$ cat config.mk
export PLATFORM = sky130hd
export DESIGN_NAME = signed_mult_display
export DESIGN_NICKNAME = d
export VERILOG_FILES = /design/src/rtl/signed_mult_display_pkg.sv /design/src/rtl/signed_mult_display_seg7_decode.sv /design/src/rtl/signed_mult_display.sv
export SDC_FILE = /design/constraint.sdc
export NUM_CORES = 1
export LEC_CHECK = 0
export BUFFER_PORTS_ARGS = -buffer_cell sky130_fd_sc_hd__buf_2
export CORE_ASPECT_RATIO = 1.4
export CORE_MARGIN = 3
export CORE_UTILIZATION = 30
export DETAILED_ROUTE_END_ITERATION = 8
export GPL_ROUTABILITY_DRIVEN = 0
export PLACE_DENSITY = 0.45
export SETUP_SLACK_MARGIN = 0.1
export SYNTH_ARGS = -nofsm -noshare
export SYNTH_HDL_FRONTEND = slang
export SYNTH_HIERARCHICAL = 1
export SYNTH_SLANG_ARGS = --single-unit
$ cat constraint.sdc
create_clock -name clk -period 4.4 [get_ports clk]
set_input_delay 0.22 -clock clk [delete_from_list [all_inputs] [get_ports clk]]
set_output_delay 0.22 -clock clk [all_outputs]
set_load 0.01 [all_outputs]
$ cat src/rtl/signed_mult_display_pkg.sv
// Shared types and constants for the signed multiply-and-display block.
// Holds the FSM state encoding, the segment code table and the BCD digit count helper.
package signed_mult_display_pkg;

  typedef enum logic [1:0] {
    IDLE,
    MULT,
    CONV,
    SHOW
  } state_t;

  // Segment patterns are active-low: bit6 = a ... bit0 = g
  localparam logic [6:0] SEG_BLANK = 7'b1111111;
  localparam logic [6:0] SEG_MINUS = 7'b1111110;

  localparam logic [6:0] SEG_CODE [10] = '{
    7'b0000001, 7'b1001111, 7'b0010010, 7'b0000110, 7'b1001100,
    7'b0100100, 7'b0100000, 7'b0001111, 7'b0000000, 7'b0000100
  };

  // Decimal digits needed for a (2w-1)-bit magnitude; 30103/100000 approximates log10(2)
  function automatic int nbcd(input int w);
    return ((2 * w - 1) * 30103) / 100000 + 1;
  endfunction

endpackage

$ cat src/rtl/signed_mult_display_seg7_decode.sv
// Combinational BCD digit to active-low 7-segment decoder.
// Blank request or any non-decimal code produces an all-off pattern.
module seg7_decode
  import signed_mult_display_pkg::*;
(
  input  logic [3:0] digit,
  input  logic       blank,
  output logic [6:0] seg
);

  always_comb begin
    seg = SEG_BLANK;
    if (!blank && (digit <= 4'd9)) begin
      seg = SEG_CODE[digit];
    end
  end

endmodule

$ cat src/rtl/signed_mult_display.sv
// Iterative signed multiply, serial double-dabble BCD conversion and a scrolled, scanned 7-segment readout.
// A start sampled in IDLE/SHOW yields done exactly 3W edges later; scroll and scan run independently.
module signed_mult_display
  import signed_mult_display_pkg::*;
#(
  parameter int W           = 8,
  parameter int NDIG        = 4,
  parameter int REFRESH_DIV = 50000,
  parameter int BLANK_LZ    = 1
) (
  input  logic              clk,
  input  logic              rst,
  input  logic [W-1:0]      X,
  input  logic [W-1:0]      Y,
  input  logic              start,
  input  logic              scroll_left,
  input  logic              scroll_right,
  output logic              busy,
  output logic              done,
  output logic [2*W-1:0]    product,
  output logic [6:0]        segments,
  output logic [NDIG-1:0]   anode
);

  localparam int NBCD    = nbcd(W);
  localparam int OFF_MAX = NBCD - (NDIG - 1);
  localparam int CW      = $clog2(2 * W);
  localparam int OW      = $clog2(NBCD + 1);
  localparam int SW      = (NDIG > 1) ? $clog2(NDIG) : 1;
  localparam int DW      = (REFRESH_DIV > 1) ? $clog2(REFRESH_DIV) : 1;

  state_t              state;
  logic [2*W-1:0]      mx;
  logic [W-1:0]        mq;
  logic [2*W-1:0]      acc;
  logic                sgn;
  logic                neg;
  logic [CW-1:0]       cnt;
  logic [2*W-2:0]      bin;
  logic [4*NBCD-1:0]   bcd;
  logic [4*NBCD-1:0]   bcd_adj;
  logic [OW-1:0]       offset;
  logic                sl_q;
  logic                sr_q;
  logic                left_edge;
  logic                right_edge;
  logic [DW-1:0]       div_cnt;
  logic [SW-1:0]       scan_idx;

  logic [W-1:0]        ax;
  logic [W-1:0]        ay;

  // Unsigned magnitudes; -2^(W-1) maps to 2^(W-1), which still fits in W bits
  assign ax = X[W-1] ? -X : X;
  assign ay = Y[W-1] ? -Y : Y;

  assign left_edge  = scroll_left & ~sl_q;
  assign right_edge = scroll_right & ~sr_q;

  // Add-3 correction applied to every BCD nibble before each shift
  always_comb begin
    bcd_adj = bcd;
    for (int k = 0; k < NBCD; k++) begin
      if (bcd[4*k +: 4] >= 4'd5) begin
        bcd_adj[4*k +: 4] = bcd[4*k +: 4] + 4'd3;
      end
    end
  end

  always_ff @(posedge clk) begin
    if (rst) begin
      state   <= IDLE;
      busy    <= 1'b0;
      done    <= 1'b0;
      product <= '0;
      mx      <= '0;
      mq      <= '0;
      acc     <= '0;
      sgn     <= 1'b0;
      neg     <= 1'b0;
      cnt     <= '0;
      bin     <= '0;
      bcd     <= '0;
      offset  <= '0;
      sl_q    <= 1'b0;
      sr_q    <= 1'b0;
    end else begin
      sl_q <= scroll_left;
      sr_q <= scroll_right;
      done <= 1'b0;
      case (state)
        IDLE, SHOW: begin
          if (start) begin
            mx     <= {{W{1'b0}}, ax};
            mq     <= ay;
            acc    <= '0;
            sgn    <= X[W-1] ^ Y[W-1];
            cnt    <= '0;
            offset <= '0;
            busy   <= 1'b1;
            state  <= MULT;
          end else if (state == SHOW) begin
            if (left_edge && !right_edge && (offset < OW'(OFF_MAX))) begin
              offset <= offset + OW'(1);
            end else if (right_edge && !left_edge && (offset != '0)) begin
              offset <= offset - OW'(1);
            end
          end
        end
        MULT: begin
          if (mq[0]) begin
            acc <= acc + mx;
          end
          mx  <= mx << 1;
          mq  <= mq >> 1;
          cnt <= cnt + CW'(1);
          if (cnt == CW'(W - 1)) begin
            cnt   <= '0;
            state <= CONV;
          end
        end
        CONV: begin
          // First CONV cycle loads the magnitude; the next 2W-1 cycles shift it in
          if (cnt == '0) begin
            bin <= acc[2*W-2:0];
            bcd <= '0;
          end else begin
            {bcd, bin} <= {bcd_adj, bin} << 1;
          end
          cnt <= cnt + CW'(1);
          if (cnt == CW'(2 * W - 1)) begin
            cnt     <= '0;
            busy    <= 1'b0;
            done    <= 1'b1;
            neg     <= sgn && (acc != '0);
            product <= (sgn && (acc != '0)) ? -acc : acc;
            state   <= SHOW;
          end
        end
        default: state <= IDLE;
      endcase
    end
  end

  always_ff @(posedge clk) begin
    if (rst) begin
      div_cnt  <= '0;
      scan_idx <= '0;
    end else if (div_cnt == DW'(REFRESH_DIV - 1)) begin
      div_cnt  <= '0;
      scan_idx <= (scan_idx == SW'(NDIG - 1)) ? '0 : scan_idx + SW'(1);
    end else begin
      div_cnt <= div_cnt + DW'(1);
    end
  end

  logic [NBCD-1:0] zero_from;
  logic            all_zero;
  int              d;
  logic [3:0]      cur_dig;
  logic            cur_blank;
  logic [6:0]      dec_seg;

  // zero_from[k] is set when digit k and every more-significant digit are zero
  always_comb begin
    all_zero  = 1'b1;
    zero_from = '0;
    for (int k = NBCD - 1; k >= 0; k--) begin
      all_zero     = all_zero && (bcd[4*k +: 4] == 4'd0);
      zero_from[k] = all_zero;
    end
  end

  always_comb begin
    d         = NBCD - 1 - int'(offset) - (NDIG - 2 - int'(scan_idx));
    cur_dig   = 4'd0;
    cur_blank = 1'b1;
    if ((d >= 0) && (d < NBCD)) begin
      cur_dig   = bcd[4*d +: 4];
      cur_blank = (state != SHOW) || ((BLANK_LZ != 0) && (d > 0) && zero_from[d]);
    end
  end

  seg7_decode u_seg7_decode (
    .digit (cur_dig),
    .blank (cur_blank),
    .seg   (dec_seg)
  );

  always_comb begin
    anode = ~(NDIG'(1) << scan_idx);
    if (scan_idx == SW'(NDIG - 1)) begin
      segments = ((state == SHOW) && neg) ? SEG_MINUS : SEG_BLANK;
    end else begin
      segments = dec_seg;
    end
  end

endmodule

==> results.cfg, run 1 <==
[timing]
fin_ws_ns = 0.331
finalHoldViolCount = 0
finalCritPeriodShare = 0.925
rsz0062_at_grt = no
max_freq_mhz = 246
setup_viol = 0
setup_tns_ns = 0
skew_ns = 0.00951
slew_headroom = 0.516
period_needed_ns = 4.07
worstMarginPinSlew_ns = 0.725
drv_slew = 0

[synth]
synth_enable_flop_cells = 0
ys.flop_type = dfxtp_1
yosysWarnings = 6
synthesis.nets = 981
postSynthAreaPerCell_um2 = 8.24
synthCells = 901
ys_seq_area_frac = 0.334
ys_seq_elements = 124
syn-cell-area_mm2 = 0.00742
ys_types = 60
async_reset_ff_frac = 0

[worst_setup_path]
critPathKind = reg2out
endpoint_kind = output port
critical_path.max_fanout = 4
crit_buf_inv = 4
worstPathRequired_ns = 4.18
cpMaxStageDelayCell = dfxtp_2
crit_arrival_ns = 3.85
startpoint_type = flop
max_stage_delay_ns = 0.36
crit_family = adder cells
crit_chain = inv_4 > ha_4 > ha_1 > inv_1 > ha_4 > nor2b_1 > nor3_1 > mux2i_1 > o21ai_1 > nor2_1 > ha_2 > nand3b_1 > a21oi_2 > inv_2 > ha_4 > and2b_2 > a21oi_2 > o21ai_0 > or2_2 > buf_2
critPathMostFrequentCell = ha_4

[layout]
nets = 1023
final_cell_mix = nor2_1 (121), dfxtp_1 (120), nand2_1 (83)
drive_above_1_share = 0.155
nFillCells = 2565
layout_commonest_cell = nor2_1
diodes = 0
area_delta_synth_final_pct = 17.4
utilization = 0.361

[hold_path]
hold_path_class = in2reg

[cts]
numClockSinks = 124
clkLatencyLatePin_ns = 0.42
clockBufferDepth = 2
cts_buffers = 17
htreeDepth = 4
cts_tree = yes
root_buffer = clkbuf_16
clk_pin_slew_ns = 0.06

[detailed_routing]
drc = 0
drt_iter0_markers = 266
via_count = 6300
viasPerCell = 4.98
drtPass1Iterations = 4
wire_per_inst_um = 14.5
ant_nets = 0
routed_wl_mm = 18.4

[job]
maxCapViolCount = 0

[power]
ir_drop_mv = 0.250
powerDensity_mw_per_mm2 = 416
p_leak_uw = 0.00342
total_power_uw = 3630

[placement]
dp_slack_ns = 0.283
place_hpwl_mm = 13.1
portBuffers = 49

[global_route]
grt_max_degree = 52
grt_pass1_vias = 6304
antenna_found_initial = 0
grt.total_usage = 0.142
grt_pass1_wl_mm = 31.2
gr-total-overflow = 0

[die]
rows = 67
dieHeight_um = 192
io_pins = 50
die_width_um = 139
core_mm2 = 0.0241
dieArea_mm2 = 0.0267
start_util = 0.307

[outcome]
outcome = completed
-- metrics by stage --
| stage | instances | hold WS (ns) | area (um^2) |
|---|---|---|---|
| final | 1266 | 0.0192 | 8720 |
| after global placement | 1225 | 0.437 | 7950 |
| after detailed placement | 1225 | 0.441 | 7950 |
| after CTS | 1261 | 0.000864 | 8590 |
| after floorplan | 901 | 0.348 | 7420 |
| after global routing | 1266 | 0.0306 | 8720 |
-- registers in the layout (all words and copies together), names as in the netlist --
| name | cells |
|---|---|
| acc | 16 |
| bcd | 20 |
| bin | 15 |
| busy | 1 |
| cnt | 4 |
| div_cnt | 16 |
| done | 1 |
| mq | 8 |
| mx | 16 |
| neg | 1 |
| offset | 3 |
| product | 16 |
| scan_idx | 2 |
| sgn | 1 |
| sl_q | 1 |
| sr_q | 1 |
| state | 2 |
-- final timing paths --
| kind | startpoint | end | slack, ns | depth (start not counted) |
|---|---|---|---|---|
| worst max-delay path | offset[0] | segments[6] | 0.33 | 20 |
| worst min-delay path | scroll_left | sl_q | 0.02 | 2 |
| worst max register to register | state[1] | acc[12] | 1.63 | 9 |
| worst min register to register | div_cnt[0] | div_cnt[0] | 0.45 | 1 |
-- cell usage after synthesis (all sizes together), types with 17 or more instances --
cell    number  area [um^2]
a22oi       22          165
nand2       83          312
nand2b      17          106
a211oi      32          240
clkbuf      40          150
ha          56          701
xor2        28          245
dfxtp      124         2480
o21ai       43          215
xnor2       32          280
mux2i       19          190
nor2       122          458
inv         44          165
a21oi       67          347
-- power by group --
| group | switching [uW] | total, uW | internal (uW) |
|---|---|---|---|
| combinational | 593 | 896 | 303 |
| clock | 544 | 1410 | 864 |
| sequential | 91.7 | 1330 | 1230 |
| total | 1230 | 3630 | 2400 |
-- routing by layer --
layer  up-vias  share of wire  wire length, um  track usage
li1       3269              -                -            -
met1      2941           0.43             7910        0.160
met2        74           0.53             9790        0.269
met3        16          0.027              495       0.0271
met4         0          0.010              188       0.0441
met5         -              0                0            0
-- area by class of cell --
cell class / instances / area, um^2 / share of cell area
multi-input combinational: 685 / 4660 / 0.535
sequential: 124 / 2490 / 0.286
clock buffer: 19 / 453 / 0.0520
timing repair buffer: 71 / 413 / 0.0474
tap: 310 / 388 / 0.0445
inverter: 44 / 168 / 0.0192
clock inverter: 13 / 144 / 0.0165
-- cell families after synthesis --
kind of cell               Yosys count  share of synthesized area
DFF                                124                      0.334
AOI/OAI and AO/OA                  240                      0.216
buffers and inverters               92                     0.0507
adders and majority gates           59                      0.102
xor gates and xnor gates            60                     0.0708
and+or+nand+nor                    303                      0.188
muxes                               23                     0.0378
-- what timing repair did --
item	in CTS	in global routing
buffers inserted	4	5
hold buffers	0	0
resized for setup	5	24
pin swaps	0	7
endpoints found under the setup margin	7	7
(Power assumes the default switching activity.)
==> run 2: changes to the inputs <==
--- a/config.mk
+++ b/config.mk
@@ -11,7 +11,6 @@
 export CORE_UTILIZATION = 30
 export DETAILED_ROUTE_END_ITERATION = 8
 export GPL_ROUTABILITY_DRIVEN = 0
-export PLACE_DENSITY = 0.45
 export SETUP_SLACK_MARGIN = 0.1
 export SYNTH_ARGS = -nofsm -noshare
 export SYNTH_HDL_FRONTEND = slang
==> results.cfg, run 2 (synthesis results as in run 1) <==
[outcome]
outcome = completed

[power]
ir_drop_mv = 0.289
p_comb_frac = 0.241
p_sw_uw = 1170
powerDensity_mw_per_mm2 = 412
clock_power_share = 0.390
p_seq_frac = 0.369
total_power_uw = 3600
p_sw_frac = 0.326
p_leak_uw = 0.00343
power.internal_uw = 2420

[die]
core_mm2 = 0.0241
die_width_um = 139
io_pins = 50
dieArea_mm2 = 0.0267
dieHeight_um = 192
rows = 67
start_util = 0.307

[timing]
worstMarginPinSlew_ns = 0.880
max_freq_mhz = 246
rsz0062_at_grt = no
finalCritPeriodShare = 0.924
slew_headroom = 0.411
fin_ws_ns = 0.333
setup_viol = 0
drv_slew = 0
period_needed_ns = 4.07
fin_hold_ws_ns = 0.0539
skew_ns = 0.00770
finalHoldViolCount = 0
setup_tns_ns = 0

[layout]
finalInstanceArea_mm2 = 0.00873
layout_commonest_cell = nor2_1
drive_above_1_share = 0.156
nets = 1018
largest_reg_flops = 20
diodes = 0
final_cell_mix = nor2_1 (121), dfxtp_1 (120), nand2_1 (83)
area_delta_synth_final_pct = 17.6
top_register = bcd

[detailed_routing]
viasPerCell = 4.99
drt_iter0_markers = 341
drc = 0
via_count = 6296
wire_per_inst_um = 13.7
routed_wl_mm = 17.3
drtPass1Iterations = 4
ant_nets = 0

[job]
maxCapViolCount = 0

[cts]
cts_tree = yes
root_buffer = clkbuf_16
clk_pin_slew_ns = 0.06
clockBufferDepth = 2
cts_buffers = 17
clkLatencyLatePin_ns = 0.42
htreeDepth = 4
numClockSinks = 124

[worst_setup_path]
max_stage_delay_ns = 0.43
crit_chain = inv_1 > ha_4 > inv_2 > fa_2 > nor2b_4 > nor3_1 > mux2i_1 > o21ai_1 > nor2_1 > ha_2 > nand3b_1 > a21oi_2 > ha_2 > o21bai_4 > a21oi_4 > o211ai_1 > or2_4 > buf_6
startpoint_type = flop
crit_arrival_ns = 3.85
endpoint_kind = output port
critPathKind = reg2out
worstPathRequired_ns = 4.18
crit_family = adder cells
critical_path.max_fanout = 7
crit_buf_inv = 3
critPathMostFrequentCell = ha_2
cpMaxStageDelayCell = fa_2

[global_route]
grt_pass1_vias = 6229
grt_max_degree = 53
grt_pass1_wl_mm = 29.6
gr-total-overflow = 0
antenna_found_initial = 0
grt.total_usage = 0.132

[placement]
portBuffers = 49
dp_slack_ns = 0.309
place_hpwl_mm = 12.4
post_dp_cell_area_mm2 = 0.00794

[hold_path]
hold_path_class = in2reg
[run 2: cell types whose count changed in the layout (fill, tap and decap cells not counted), moves of 4 or more]
cell,change
or2_2,-4
buf_4,-5
buf_6,+5
buf_2,-5
clkinv_4,-4
or2_4,+4
[run 2: repair_timing]
action,4_1_cts,5_1_grt
hold buffers,0,0
endpoints found under the setup margin,7,7
gates resized for setup,7,40
setup buffers,3,3
pin swaps,0,10
[run 2: worst paths after layout]
| kind | startpoint | cells past startpoint | slack [ns] | endpoint |
|---|---|---|---|---|
| hold / removal | scroll_left | 2 | 0.05 | sl_q |
| setup reg to reg | state[0] | 8 | 1.63 | acc[8] |
| setup / recovery | scan_idx[1] | 18 | 0.33 | segments[2] |
| hold reg to reg | div_cnt[0] | 1 | 0.44 | div_cnt[0] |
[run 2: layout make-up]
class | instances | area (um^2)
clock buffer | 22 | 484
clock inverter | 10 | 114
fill | 2565 | 15400
inverter | 44 | 168
multi-input combinational | 685 | 4680
sequential | 124 | 2490
tap | 310 | 388
timing repair buffer | 66 | 407
[run 2: worst reg2reg max path, stage by stage, from the launching register on]
cell	delay, ns
dfxtp_1	0.40
inv_1	0.06
ha_1	0.43
inv_1	0.14
nor2_1	0.14
nor2_1	0.70
nand2_1	0.11
nor2_1	0.50
a22o_2	0.23
[run 2: power groups by stage]
stage / logic, uW / clock network (uW) / registers [uW]
2_1_floorplan: 673 / 0 / 1310
3_3_place_gp: 855 / 0 / 1350
3_5_place_dp: 862 / 0 / 1350
4_1_cts: 870 / 1440 / 1330
5_1_grt: 991 / 1480 / 1350
6_report: 867 / 1400 / 1330
[run 2: metrics by stage]
stage,cells,utilization
2_1_floorplan,901,-
3_3_place_gp,1223,0.329
3_5_place_dp,1223,0.329
4_1_cts,1258,0.356
5_1_grt,1261,0.362
6_report,1261,0.362
[run 2: routing by layer]
layer	wire length [um]	track usage
met2	9020	0.243
met5	0	0
met4	231	0.0414
met1	7690	0.157
met3	381	0.0234
==> run 3: changes to the inputs <==
--- a/config.mk
+++ b/config.mk
@@ -6,7 +6,6 @@
 export NUM_CORES = 1
 export LEC_CHECK = 0
 export BUFFER_PORTS_ARGS = -buffer_cell sky130_fd_sc_hd__buf_2
-export CORE_ASPECT_RATIO = 1.4
 export CORE_MARGIN = 3
 export CORE_UTILIZATION = 30
 export DETAILED_ROUTE_END_ITERATION = 8
==> results.cfg, run 3 (synthesis results as in run 1) <==
[detailed_routing]
viasPerCell = 4.98
ant_nets = 0
wire_per_inst_um = 13.4
drt_iter0_markers = 434
drc = 0
routed_wl_mm = 17.1
via_count = 6344
drtPass1Iterations = 5

[die]
dieArea_mm2 = 0.0267
start_util = 0.311
die_width_um = 163
dieHeight_um = 163
io_pins = 50
core_mm2 = 0.0239
rows = 56

[placement]
portBuffers = 49
post_dp_cell_area_mm2 = 0.00794
dp_slack_ns = 0.279
place_hpwl_mm = 12.1

[worst_setup_path]
startpoint = scan_idx[0]
ff2ff_path_depth = 7
critical_path.max_fanout = 7
crit_arrival_ns = 3.91
r2r_slack_ns = 1.22
regToRegEndpoint = acc[8]
worstPathRequired_ns = 4.18
startpoint_type = flop
endpoint_kind = output port
worstSetupEndpoint = segments[3]
r2r-start = state[0]
critPathKind = reg2out

[cts]
cts_buffers = 17
clkLatencyLatePin_ns = 0.42
cts_tree = yes
root_buffer = clkbuf_16
clk_pin_slew_ns = 0.06
numClockSinks = 124
htreeDepth = 4
clockBufferDepth = 2

[layout]
finalInstanceArea_mm2 = 0.00872
diodes = 0
top_register = bcd
largest_reg_flops = 20
drive_above_1_share = 0.153
final_cell_mix = nor2_1 (121), dfxtp_1 (120), nand2_1 (83)
area_delta_synth_final_pct = 17.5
utilization = 0.365
nFillCells = 2414
layout_commonest_cell = nor2_1
nets = 1022

[global_route]
grt_pass1_wl_mm = 28.9
grt.total_usage = 0.132
grt_pass1_vias = 5959
gr-total-overflow = 0
antenna_found_initial = 0
grt_max_degree = 59

[power]
ir_drop_mv = 0.212
total_power_uw = 3690
p_leak_uw = 0.00344
powerDensity_mw_per_mm2 = 423

[hold_path]
hold_path_class = in2reg

[timing]
setup_tns_ns = 0
drv_slew = 0
rsz0062_at_grt = yes
finalCritPeriodShare = 0.939
setup_viol = 0
worstMarginPinSlew_ns = 1.17
max_freq_mhz = 242
skew_ns = 0.00790
period_needed_ns = 4.13
finalHoldViolCount = 0
fin_ws_ns = 0.267
slew_headroom = 0.214

[job]
maxCapViolCount = 0

[outcome]
outcome = completed
-- run 3: final cells by class --
type | count | area (um^2) | area share
Clock buffer | 19 | 443 | 0.0508
Clock inverter | 13 | 189 | 0.0217
Inverter | 44 | 165 | 0.0189
Multi-Input combinational cell | 685 | 4620 | 0.530
Sequential cell | 124 | 2490 | 0.286
Tap cell | 319 | 399 | 0.0458
Timing Repair Buffer | 70 | 412 | 0.0472
-- run 3: how the worst min path moves through the flow --
stage / startpoint / end / slack, ns / cells after the start
5_1_grt: scroll_right / sr_q / 0.03 / 2
6_report: scroll_left / sl_q / 0.02 / 2
4_1_cts: scroll_left / sl_q / 0.01 / 2
3_3_place_gp: div_cnt[0] / div_cnt[0] / 0.43 / 1
2_1_floorplan: scroll_left / sl_q / 0.35 / 1
3_5_place_dp: mq[5] / mq[5] / 0.44 / 2
-- run 3: power by group --
group	leakage, uW	switching, uW	internal (uW)
registers	0.00101	91.2	1230
logic	0.00213	563	286
clock network	0.000304	545	967
-- run 3: critical path, cell delays in order, from the launching register on --
cell,delay (ns)
dfxtp_4,0.38
inv_2,0.06
ha_4,0.26
inv_1,0.06
fa_2,0.43
nor2b_2,0.11
nor3_1,0.05
mux2i_1,0.21
o21ai_1,0.13
nor2_1,0.13
ha_2,0.20
nand3b_1,0.18
a21oi_2,0.26
ha_2,0.25
o21bai_4,0.08
a21oi_4,0.18
o21ai_0,0.10
or2_2,0.28
buf_2,0.14
-- run 3: through the flow --
stage          hold slack (ns)  cells
2_1_floorplan            0.348    901
3_3_place_gp             0.432   1231
3_5_place_dp             0.441   1231
4_1_cts                 0.0144   1265
5_1_grt                 0.0311   1274
6_report                0.0235   1274
-- run 3: what timing repair did --
action                                  4_1_cts  5_1_grt
endpoints found under the setup margin        7        7
resized for setup                             6       19
pin swaps                                     0        8
hold buffers                                  0        0
setup buffers                                 2        9
-- run 3: layer usage --
layer | GRT usage | wire length (um) | vias up
met3 | 0.0251 | 535 | 19
met5 | 0 | 0 | -
met4 | 0.0431 | 252 | 0
met2 | 0.213 | 7820 | 99
met1 | 0.177 | 8520 | 2959
li1 | - | - | 3267
